[config.mk]
export PLATFORM = sky130hd
export DESIGN_NAME = gray_sync_monitor
export DESIGN_NICKNAME = d
export VERILOG_FILES = /design/src/rtl/gray_pkg.sv /design/src/rtl/gray_sync_monitor_sync.sv /design/src/rtl/gray_sync_monitor.sv
export SDC_FILE = /design/constraint.sdc
export NUM_CORES = 1
export LEC_CHECK = 0
export BUFFER_PORTS_ARGS = -buffer_cell sky130_fd_sc_hd__buf_2
export CORE_MARGIN = 5
export CORE_UTILIZATION = 45
export CTS_CLUSTER_SIZE = 25
export DETAILED_ROUTE_END_ITERATION = 8
export PLACE_DENSITY = 0.76
export SYNTH_ARGS = -nofsm -noshare
export SYNTH_HDL_FRONTEND = slang
export SYNTH_SLANG_ARGS = --single-unit
export TNS_END_PERCENT = 5
[constraint.sdc]
create_clock -name clk -period 3.1 [get_ports clk]
set_clock_uncertainty 0.2 [all_clocks]
set_input_delay 0.93 -clock clk [delete_from_list [all_inputs] [get_ports clk]]
set_output_delay 0.93 -clock clk [all_outputs]
set_load 0.005 [all_outputs]
[src/rtl/gray_pkg.sv]
// Shared types and helpers for the gray-code sync monitor.
//   mon_state_e  : monitor FSM states (acquire, verify, locked)
//   gray2bin     : gray-to-binary decode; works for any width up to MaxWidth
//                  when the gray value is zero-extended
//   err_cnt_max  : all-ones maximum of a saturating counter of a given width
package gray_pkg;

  typedef enum logic [1:0] {
    StAcquire,
    StVerify,
    StLocked
  } mon_state_e;

  localparam int unsigned MaxWidth = 32;

  // Zero upper bits contribute nothing to the running XOR, so a narrower
  // value decodes correctly in the low bits.
  function automatic logic [MaxWidth-1:0] gray2bin(input logic [MaxWidth-1:0] g);
    logic [MaxWidth-1:0] b;
    b = '0;
    b[MaxWidth-1] = g[MaxWidth-1];
    for (int i = MaxWidth - 2; i >= 0; i--) begin
      b[i] = b[i+1] ^ g[i];
    end
    return b;
  endfunction

  function automatic logic [63:0] err_cnt_max(input int unsigned w);
    return (64'(1) << w) - 64'(1);
  endfunction

endpackage

[src/rtl/gray_sync_monitor_sync.sv]
// Multi-bit flop chain that brings gray_in into the local clock domain.
// Gray coding guarantees at most one bit changes per step, so a per-bit
// synchroniser yields either the old or the new value, never a mix.
//   clk   : local clock
//   rst   : asynchronous active-high reset, clears every stage
//   d     : asynchronous gray input
//   q     : output of the last stage
module gray_sync
  import gray_pkg::*;
#(
  parameter int unsigned WIDTH  = 4,
  parameter int unsigned STAGES = 2
) (
  input  logic             clk,
  input  logic             rst,
  input  logic [WIDTH-1:0] d,
  output logic [WIDTH-1:0] q
);

  logic [WIDTH-1:0] stage_q [STAGES];

  always_ff @(posedge clk or posedge rst) begin
    if (rst) begin
      for (int i = 0; i < int'(STAGES); i++) begin
        stage_q[i] <= '0;
      end
    end else begin
      stage_q[0] <= d;
      for (int i = 1; i < int'(STAGES); i++) begin
        stage_q[i] <= stage_q[i-1];
      end
    end
  end

  assign q = stage_q[STAGES-1];

endmodule

[src/rtl/gray_sync_monitor.sv]
// Synchronises a gray-coded count, decodes it to binary and checks that every
// change is a legal +1 step (mod 2^WIDTH). Tracks lock and wrap-around and
// keeps a saturating count of sequence errors.
// Optional macro GRAY_MON_DOWN_EN: also accept -1 steps and add output dir.
//   clk, rst   : clock, asynchronous active-high reset
//   gray_in    : gray count, may be asynchronous to clk
//   bin_out    : registered binary of the synchronised value
//   bin_valid  : first post-reset sample has been decoded
//   step_pulse : one cycle per legal step
//   wrap_pulse : legal step across the all-ones/zero boundary
//   seq_err    : one cycle per illegal change
//   locked     : LOCK_COUNT consecutive legal steps seen, no error since
//   err_count  : saturating count of seq_err pulses
//   dir        : (GRAY_MON_DOWN_EN only) direction of last legal step, 1=down
module gray_sync_monitor
  import gray_pkg::*;
#(
  parameter int unsigned WIDTH       = 4,
  parameter int unsigned SYNC_STAGES = 2,
  parameter int unsigned LOCK_COUNT  = 4,
  parameter int unsigned ERR_CNT_W   = 8
) (
  input  logic                 clk,
  input  logic                 rst,
  input  logic [WIDTH-1:0]     gray_in,
  output logic [WIDTH-1:0]     bin_out,
  output logic                 bin_valid,
  output logic                 step_pulse,
  output logic                 wrap_pulse,
  output logic                 seq_err,
  output logic                 locked,
`ifdef GRAY_MON_DOWN_EN
  output logic                 dir,
`endif
  output logic [ERR_CNT_W-1:0] err_count
);

  localparam int unsigned GoodW = $clog2(LOCK_COUNT + 1);
  localparam int unsigned FillW = $clog2(SYNC_STAGES + 1);
  localparam logic [WIDTH-1:0] AllOnes = '1;
  localparam logic [ERR_CNT_W-1:0] ErrMax = ERR_CNT_W'(err_cnt_max(ERR_CNT_W));

  mon_state_e       state_q;
  logic [GoodW-1:0] good_q;
  logic [FillW-1:0] fill_q;
  logic [WIDTH-1:0] g_s;
  logic [WIDTH-1:0] d;
  logic             is_hold, is_up, is_legal, is_wrap;

  gray_sync #(
    .WIDTH  (WIDTH),
    .STAGES (SYNC_STAGES)
  ) u_sync (
    .clk (clk),
    .rst (rst),
    .d   (gray_in),
    .q   (g_s)
  );

  assign d       = WIDTH'(gray2bin(MaxWidth'(g_s)));
  assign is_hold = (d == bin_out);
  assign is_up   = (d == bin_out + WIDTH'(1));

`ifdef GRAY_MON_DOWN_EN
  logic is_down;
  assign is_down  = (d == bin_out - WIDTH'(1));
  assign is_legal = is_up | is_down;
  assign is_wrap  = is_up ? (bin_out == AllOnes) : (bin_out == '0);
`else
  assign is_legal = is_up;
  assign is_wrap  = (bin_out == AllOnes);
`endif

  always_ff @(posedge clk or posedge rst) begin
    if (rst) begin
      state_q    <= StAcquire;
      good_q     <= '0;
      fill_q     <= '0;
      bin_out    <= '0;
      bin_valid  <= 1'b0;
      step_pulse <= 1'b0;
      wrap_pulse <= 1'b0;
      seq_err    <= 1'b0;
      locked     <= 1'b0;
      err_count  <= '0;
`ifdef GRAY_MON_DOWN_EN
      dir        <= 1'b0;
`endif
    end else begin
      step_pulse <= 1'b0;
      wrap_pulse <= 1'b0;
      seq_err    <= 1'b0;
      bin_out    <= d;
      unique case (state_q)
        // Wait until the first post-reset sample has crossed the chain, so
        // the reset zeros in the sync flops are never judged as a jump.
        StAcquire: begin
          if (fill_q == FillW'(SYNC_STAGES)) begin
            bin_valid <= 1'b1;
            good_q    <= '0;
            state_q   <= StVerify;
          end else begin
            fill_q <= fill_q + FillW'(1);
          end
        end
        StVerify, StLocked: begin
          if (is_legal) begin
            step_pulse <= 1'b1;
            wrap_pulse <= is_wrap;
`ifdef GRAY_MON_DOWN_EN
            dir        <= is_down;
`endif
            if (state_q == StVerify) begin
              if (good_q == GoodW'(LOCK_COUNT - 1)) begin
                state_q <= StLocked;
                locked  <= 1'b1;
              end else begin
                good_q <= good_q + GoodW'(1);
              end
            end
          end else if (!is_hold) begin
            seq_err <= 1'b1;
            good_q  <= '0;
            locked  <= 1'b0;
            state_q <= StVerify;
            if (err_count != ErrMax) begin
              err_count <= err_count + ERR_CNT_W'(1);
            end
          end
        end
        default: state_q <= StAcquire;
      endcase
    end
  end

endmodule

# After elaboration in Yosys (flattened, before gate mapping)
# Index checks and enable logic that the tools add are counted.
# classes
muxes,23
bitwise,6
eq_ne,16
reduce_logical,9
addsub,4
# op_table
cell,count
3-bit two-way mux,5
"3-bit != test, second input constant",4
4-bit AND reduction,3
1-bit two-way mux,11
2-bit two-way mux,5
"8-bit by 1-bit adder with 8-bit output, second input constant",1
4-bit == test,2
"8-bit != test, second input constant",1
"2-bit by 1-bit != test with 1-bit output, second input constant",3
3-bit case mux with 2 select lines,1
5-bit AND reduction,1
"4-bit by 1-bit adder with 4-bit output, second input constant",1
"2-bit == test, second input constant",2
"4-bit == test, second input constant",1
2-bit case mux with 2 select lines,1
2-bit AND reduction,2
"3-bit by 1-bit adder with 3-bit output, second input constant",1
"3-bit by 2-bit == test with 1-bit output, second input constant",1
1-bit NOT,3
1-bit bitwise XOR,3
"2-bit by 1-bit adder with 2-bit output, second input constant",1
"2-bit by 1-bit == test with 1-bit output, second input constant",1
2-bit logical NOT,1
"2-bit != test, second input constant",1
2 further kinds,2
# totals
in_bits,6
out_inout_bits,17
ff_bits,32
wordCells,70

# Longest topological paths before layout
# Gate-level depths: netlist of the first run.
# logic_depth
depth_word,7
mapped_depth,7
mapped_depth_nobuf,7

# Cells and area by module
# Synthesis of the first run repeated with hierarchy kept, for this count alone.
# unflattened
hier_cells,132
area_unflattened_um2,1554.0
# modules_own_cells
module,area_each_um2,n_inst,cells_each,seq_area_each_um2
gray_sync_monitor,1320.0,1,119,600.6
gray_sync,234.0,1,13,200.2

# Worst setup path after synthesis of the first run
# No wires, ideal clock.
# synth_timing
path_type,register to register
startpoint,reg u_sync.stage_q (netlist bit u_sync.q[3])
endpoint,reg err_count[1]
t_arrival_ns,2.095
setup_slack_ns,0.680
path_buffers,0
period_less_slack_ns,2.420
path_stages_with_launch,7
setup_time_ns,0.125
path_cell_list,dfrtp_1 > xor3_1 > or3_4 > a211oi_4 > nor2_2 > and2_4 > mux2_4
# synth_between
elab_chain_len,6
word_cells_on_any_way,8
# synth_lines
element,line,rtl
from (decl),gray_sync_monitor_sync.sv:20,logic [WIDTH-1:0] stage_q [STAGES];
"from (signal, indexed assignment)",gray_sync_monitor_sync.sv:30,stage_q[i] <= stage_q[i-1];
1-bit bitwise XOR (*) (2 in series),gray_pkg.sv:23,b[i] = b[i+1] ^ g[i];
named net d[1],gray_sync_monitor.sv:47,logic [WIDTH-1:0] d;
1-bit bitwise XOR,gray_pkg.sv:23,
"4-bit == test, on equally long branches","gray_sync_monitor.sv:62, gray_sync_monitor.sv:61",
1-bit NOT (no source line),--,
4-bit AND reduction (no source line) (*),--,
to (signal assigned),gray_sync_monitor.sv:127,err_count <= err_count + ERR_CNT_W'(1);
to (decl),gray_sync_monitor.sv:35,output logic [ERR_CNT_W-1:0] err_count
# The timed path passes the listed nets; every way through them passes the cells marked *.
# A chain may end at the register's enable or synchronous reset.

# Worst setup path after layout of the first run
# layout_timing
startpoint,reg u_sync.stage_q (netlist bit u_sync.q[3])
endpoint,reg state_q[0]
# layout_between
elab_chain_len,6
word_cells_on_any_way,11
# layout_lines
element,line,rtl
1-bit bitwise XOR (*) (2 in series),gray_pkg.sv:23,
named net d[1],gray_sync_monitor.sv:47,
1-bit bitwise XOR,gray_pkg.sv:23,
"4-bit == test, on equally long branches","gray_sync_monitor.sv:62, gray_sync_monitor.sv:61",
3-bit != test (no source line) / 2-bit two-way mux (equally long branches),--,
4-bit AND reduction (no source line) / 2-bit case mux with 2 select lines (equally long branches),--,
to (signal assigned),gray_sync_monitor.sv:76,state_q <= StAcquire;
to (signal assigned),gray_sync_monitor.sv:101,state_q <= StVerify;
to (signal assigned),gray_sync_monitor.sv:115,state_q <= StLocked;
to (decl),gray_sync_monitor.sv:43,mon_state_e state_q;
# Marks and branches as above.

==> metrics, run 1 <==
global placement routability congestion 0.8272; post-detailed-route wirelength per cell 14.01 um; slew of the pin with the lowest slew margin 470.5 ps; share of the yosys chip area belonging to registers 0.5207; initial core utilization 0.4645; Critical Path Start Type flip-flop; number of optimization iterations in the first detailed-route pass 4; die extent in y 68.46 um; routed wire length 2787 um; grt met2 use 0.2277; Sinks on Clock Net 32; maximum number of pins on one net before global-route repair 33; Worst Path Class, Setup reg -> reg; Longest Clk Path Bufs 2; number of input and output port buffers inserted 22; count of antenna-violating nets left after detailed routing 0; filler cell count in the final layout 314; Tot GR Track Use 0.1428; number of H-tree levels 2; met1 demand-to-capacity share in global routing 0.1749; count of cells resized by post-cts repair 0; Peak VDD IR 0.3526 mV; CP arrival 2650 ps; area added between synthesis and finish 15.38%; number of cell rows 21; critical path endpoint category flip-flop; worst-skew pair later-pin latency 330 ps; final critical path time including I/O delays and setup 2587 ps; violation count after the first detailed-route iteration 33; DRC violation count after routing 0; routed vias/inst 5.156; half-perimeter wire length after placement 2022 um; Seq. cell area 800.8 sq um; width of the chip 68.46 um; number of pins exceeding their max-slew limit in the final report 0; Setup TNS Final 0 ps; status complete, no violations; fraction of final layout cells with drive strength greater than 1 0.2876; gate count after technology mapping 123; Synthesized Nets 137; total power density per cell area 675.5 nW/um^2; multi-input gate area in the final layout 703.2 sq um; flop and latch count out of synthesis 32; met3 track demand over resource in global routing 0.05583; predominant post-synthesis flop cell sky130_fd_sc_hd__dfrtp_1; initial antenna violation count 0; number of antenna repair diodes 0; via count of the first global-routing pass 1,105; clock tree root driver cell sky130_fd_sc_hd__clkbuf_4; path class of the lowest-slack min-delay path reg -> reg; unrepaired setup endpoints after global routing false; netlist area before placement 1538 sq um; DR vias 1,026; total number of yosys warnings 0; Peak Freq 0.3865 GHz; endpoint required time on the critical path 3170 ps; # IOs 23; CTS tree yes; count of flip-flops with a built-in enable after synthesis 0; number of buffers inserted during clock tree synthesis 5; final worst-path cycle share 0.8347; wire length of the first global-routing pass 4857 um; highest net fanout along the worst path 7; fraction of registers with async set/reset 1.000; Unique masters post-synth 41; most used routing layer in global routing met2; clock slew seen by the registers of the worst setup and hold paths 100 ps; biggest area contributors in the synthesized netlist sky130_fd_sc_hd__dfrtp_1 52%, sky130_fd_sc_hd__ha_1 6.5%, sky130_fd_sc_hd__xnor2_1 5.7%; number of endpoints failing setup at the final stage 0; Die ar. 4686 sq um; GR Overflow Total 0; worst slew margin relative to its limit 0.6841; area share of the largest cell type after synthesis 0.5207; hold-fix buffer count after cts 0; synthesized area per cell 12.50 sq um; number of maximum-capacitance constraint violations 0; Total Power 1.198 mW; final number of hold-violating endpoints 0; post-CTS setup repair buffer count 0; layout net count 166; Placeable Area 3311 sq um; area leader, netlist sky130_fd_sc_hd__dfrtp_1; leakage 0.8153 nW
==> through the flow <==
step | area (sq um) | util | setup WS, ps | hold slack, ps | instances
after floorplan | 1538 | - | 679.8 | 131.2 | 123
after global placement | 1713 | 0.5174 | 599.3 | 132.8 | 191
after detailed placement | 1713 | 0.5174 | 516.8 | 144.9 | 191
after CTS | 1774 | 0.5359 | 510.4 | 167.9 | 199
after global routing | 1774 | 0.5359 | 357.8 | 172.7 | 199
final | 1774 | 0.5359 | 512.5 | 161.7 | 199
==> critical path: stages, from the launching register on <==
cell and delay [ps]:
sky130_fd_sc_hd__dfrtp_1 450, sky130_fd_sc_hd__xor3_1 440, sky130_fd_sc_hd__or3_4 420, sky130_fd_sc_hd__a211oi_4 380, sky130_fd_sc_hd__nand2_1 230, sky130_fd_sc_hd__o211ai_2 210, sky130_fd_sc_hd__mux2i_1 190
==> cells in the final DEF (no fill, tap or decap), drive strengths merged, types with 4 or more instances in the layout <==
| cell type | netlist | final |
|---|---|---|
| clkbuf | 1 | 6 |
| a31oi | 4 | 4 |
| dfrtp | 32 | 32 |
| nand2 | 5 | 5 |
| nor2 | 5 | 5 |
| inv | 7 | 7 |
| xnor2 | 10 | 10 |
| nand3 | 6 | 6 |
| xor2 | 5 | 5 |
| ha | 8 | 8 |
| buf | 1 | 24 |
==> final timing paths <==
check	slack, ps	end	startpoint	depth (start not counted)
max	510	state_q[0]$_DFFE_PP0P_	u_sync.q[3]$_DFF_PP0_	6
min	160	u_sync.q[2]$_DFF_PP0_	u_sync.stage_q[6]$_DFF_PP0_	0
max reg2reg	510	state_q[0]$_DFFE_PP0P_	u_sync.q[3]$_DFF_PP0_	6
min reg2reg	160	u_sync.q[2]$_DFF_PP0_	u_sync.stage_q[6]$_DFF_PP0_	0
max in group asynchronous	1960	good_q[2]$_DFFE_PP0P_	rst	3
min in group asynchronous	460	u_sync.q[3]$_DFF_PP0_	rst	3
==> cells in the mapped netlist, drive strengths merged, types with 2 or more instances <==
cell type	instances
nor4	2
xor2	5
nand3	6
o211ai	2
nand2	5
nor2	5
ha	8
nand4	2
mux2	2
a31oi	4
o2bb2ai	3
xnor2	10
or3	2
nand2b	3
dfrtp	32
a32oi	2
and3	3
inv	7
==> state kept, by name, summed over array words and instances (netlist names) <==
| signal | cells |
|---|---|
| good_q | 3 |
| locked | 1 |
| fill_q | 2 |
| step_pulse | 1 |
| bin_valid | 1 |
| seq_err | 1 |
| err_count | 8 |
| bin_out | 4 |
| wrap_pulse | 1 |
| state_q | 2 |
| u_sync.q | 4 |
| u_sync.stage_q | 4 |
==> per-layer routing <==
layer / wire (um) / vias to the layer above
met5: 0 / -
met4: 36 / 0
met3: 125 / 5
met2: 1366 / 23
met1: 1259 / 501
li1: - / 497
==> cells by family after synthesis <==
group | Yosys count | synth area share
buf+inv | 9 | 0.02197
mux | 3 | 0.02359
xor+xnor | 16 | 0.1009
fa+ha+maj | 8 | 0.06510
simple gates | 36 | 0.1400
compound gates | 19 | 0.1278
flops | 32 | 0.5207
==> power by group <==
| group | leakage, nW | switching, mW | internal (mW) |
|---|---|---|---|
| Sequential | 0.389 | 0.0773 | 0.489 |
| Combinational | 0.389 | 0.192 | 0.192 |
| Clock | 0.0380 | 0.141 | 0.108 |
| Total | 0.815 | 0.410 | 0.789 |
==> cell type report <==
| type | instances | share of cell area |
|---|---|---|
| clock buffers | 6 | 0.02891 |
| clock inverters | 2 | 0.005642 |
| inverters | 7 | 0.01481 |
| multi-input cells | 82 | 0.3963 |
| flip-flops and latches | 32 | 0.4513 |
| well taps | 46 | 0.03244 |
| repair buffers | 24 | 0.07052 |
Note: power is estimated with default switching activity, not from simulation.
==> run 2: changes to the inputs <==
==> constraint.sdc (replaced) <==
create_clock -name clk -period 2.5 [get_ports clk]
set_clock_uncertainty 0.2 [all_clocks]
set_input_delay 0.75 -clock clk [delete_from_list [all_inputs] [get_ports clk]]
set_output_delay 0.75 -clock clk [all_outputs]
set_load 0.005 [all_outputs]
==> run 2 against run 1 <==
Against the previous run:
- first-iteration DRC count shrank 12%
- combinational power increased by 38%
- core utilization increased by 3.6 points
- die area unchanged
==> metrics, run 2 (synthesis gave the netlist of run 1 again) <==
status complete, no violations; slew of the pin with the lowest slew margin 521.1 ps (+50.67 ps); worst slew margin relative to its limit 0.6501 (-0.03402); global placement routability congestion 0.8439 (+2.0%); half-perimeter wire length after placement 2065 um (+2.1%); clock slew seen by the registers of the worst setup and hold paths 100 ps (about the same); Peak Freq 0.4038 GHz (+4.5%); Placeable Area 3311 sq um (unchanged); summed area of non-filler cells in the final layout 1894 sq um (+6.8%); via count of the first global-routing pass 1,124 (+1.7%); filler cell count in the final layout 299 (-4.8%); initial antenna violation count 0 (unchanged); final worst-path cycle share 0.9906 (+0.1559); CP arrival 2510 ps (-140 ps); Worst Path Class, Setup reg -> reg; R2R Setup Slk 20 ps (-490 ps); multi-input gate area in the final layout 750.7 sq um (+6.8%); Total Power 1.612 mW (+35%); path class of the lowest-slack min-delay path reg -> reg; count of antenna-violating nets left after detailed routing 0 (unchanged); number of buffers inserted during clock tree synthesis 5 (unchanged); unrepaired setup endpoints after global routing true; total power density per cell area 851.1 nW/um^2 (+26%); clock tree root driver cell sky130_fd_sc_hd__clkbuf_4; Longest Clk Path Bufs 2 (unchanged); DRC violation count after routing 0 (unchanged); number of input and output port buffers inserted 22 (unchanged); endpoint required time on the critical path 2530 ps (-640 ps); Peak VDD IR 0.6173 mV (+75%); Seq. cell area 802.0 sq um (+0.16%); final critical path time including I/O delays and setup 2477 ps (-110.9 ps); number of H-tree levels 2 (unchanged); Setup TNS Final 0 ps (unchanged); routed wire length 2846 um (+2.1%); initial core utilization 0.4645 (unchanged); Critical Path Start Type flip-flop; Sinks on Clock Net 32 (unchanged); post-detailed-route wirelength per cell 13.82 um (-1.4%); violation count after the first detailed-route iteration 29 (-12%); final core area utilization 0.5722 (+0.03628); number of antenna repair diodes 0 (unchanged); CTS tree yes; DR vias 1,081 (+5.4%); number of cell rows 21 (unchanged); wire length of the first global-routing pass 4850 um (-0.14%); maximum number of pins on one net before global-route repair 33 (unchanged); GR Overflow Total 0 (unchanged); Most flops, register err_count; number of endpoints failing setup at the final stage 0 (unchanged); routed vias/inst 5.248 (+1.8%); # IOs 23 (unchanged); Die ar. 4686 sq um (unchanged); commonest non-fill, non-tap cell in the layout sky130_fd_sc_hd__dfrtp_1; layout net count 173 (+4.2%); instance area after placement 1743 sq um (+1.8%); die extent in y 68.46 um (unchanged); highest net fanout along the worst path 7 (unchanged); worst-skew pair later-pin latency 330 ps (about the same); commonest cells after routing, fill and taps aside 31 x sky130_fd_sc_hd__dfrtp_1, 22 x sky130_fd_sc_hd__buf_2, 10 x sky130_fd_sc_hd__xnor2_1; critical path endpoint category flip-flop; number of optimization iterations in the first detailed-route pass 4 (unchanged); number of maximum-capacitance constraint violations 0 (unchanged); number of pins exceeding their max-slew limit in the final report 0 (unchanged); Tot GR Track Use 0.1402 (-0.002578); leakage 0.8589 nW (+5.3%); final number of hold-violating endpoints 0 (unchanged); area added between synthesis and finish 23.19%; width of the chip 68.46 um (unchanged); max reg flops 8 (unchanged); fraction of final layout cells with drive strength greater than 1 0.3438 (+0.05617)
## run 2: final timing paths
path                                                   from                       end  cells after the start
worst max-delay path                  u_sync.q[2]$_DFF_PP0_  err_count[1]$_DFFE_PP0P_                      6
worst min-delay path            u_sync.stage_q[4]$_DFF_PP0_     u_sync.q[0]$_DFF_PP0_                      0
worst max register to register        u_sync.q[2]$_DFF_PP0_  err_count[1]$_DFFE_PP0P_                      6
worst min register to register  u_sync.stage_q[4]$_DFF_PP0_     u_sync.q[0]$_DFF_PP0_                      0
max in group asynchronous                               rst     u_sync.q[3]$_DFF_PP0_                      3
min in group asynchronous                               rst  err_count[0]$_DFFE_PP0P_                      3
## run 2: metal layers
metal | vias to the layer above | track usage | routed length [um] | part of all wire
met5 | - | 0 | 0 | 0
met2 | 33 | 0.2324 | 1459 | 0.51
li1 | 515 | - | - | -
met3 | 10 | 0.03941 | 148 | 0.052
met4 | 0 | 0.07196 | 75 | 0.026
met1 | 523 | 0.1640 | 1163 | 0.41
## run 2: critical path: stages, from the launching register on
cell and delay [ps]:
sky130_fd_sc_hd__dfrtp_1 430, sky130_fd_sc_hd__xor3_1 380, sky130_fd_sc_hd__or3_4 420, sky130_fd_sc_hd__a211oi_4 380, sky130_fd_sc_hd__nor2_2 100, sky130_fd_sc_hd__and2_4 180
sky130_fd_sc_hd__mux2_4 290
## run 2: layout make-up
type	instances	share of cell area
Clock buffer	5	0.01982
Clock inverter	3	0.02246
Inverter	7	0.01387
Multi-Input combinational cell	82	0.3963
Sequential cell	32	0.4234
Tap cell	46	0.03038
Timing Repair Buffer	31	0.09379
## run 2: power by group
group	internal [mW]	switching (mW)	leakage, nW
Clock	0.208	0.177	0.0412
Sequential	0.606	0.0918	0.388
Combinational	0.266	0.263	0.430
Total	1.08	0.532	0.859
## run 2: through the flow
step / std cells / setup WS (ps) / hold slack, ps
after floorplan: 123 / 79.83 / 131.2
after global placement: 195 / 46.81 / 132.4
after detailed placement: 195 / -26.08 / 137.1
after CTS: 203 / 16.43 / 161.8
after global routing: 206 / -69.79 / 170.8
final: 206 / 23.46 / 157.5
## run 2: repair_timing
item	CTS	global route
hold buffers	0	0
pin swaps	1	4
hold endpoints to repair	0	0
setup buffers	0	3
resized for setup	1	7
setup endpoints to repair	7	7
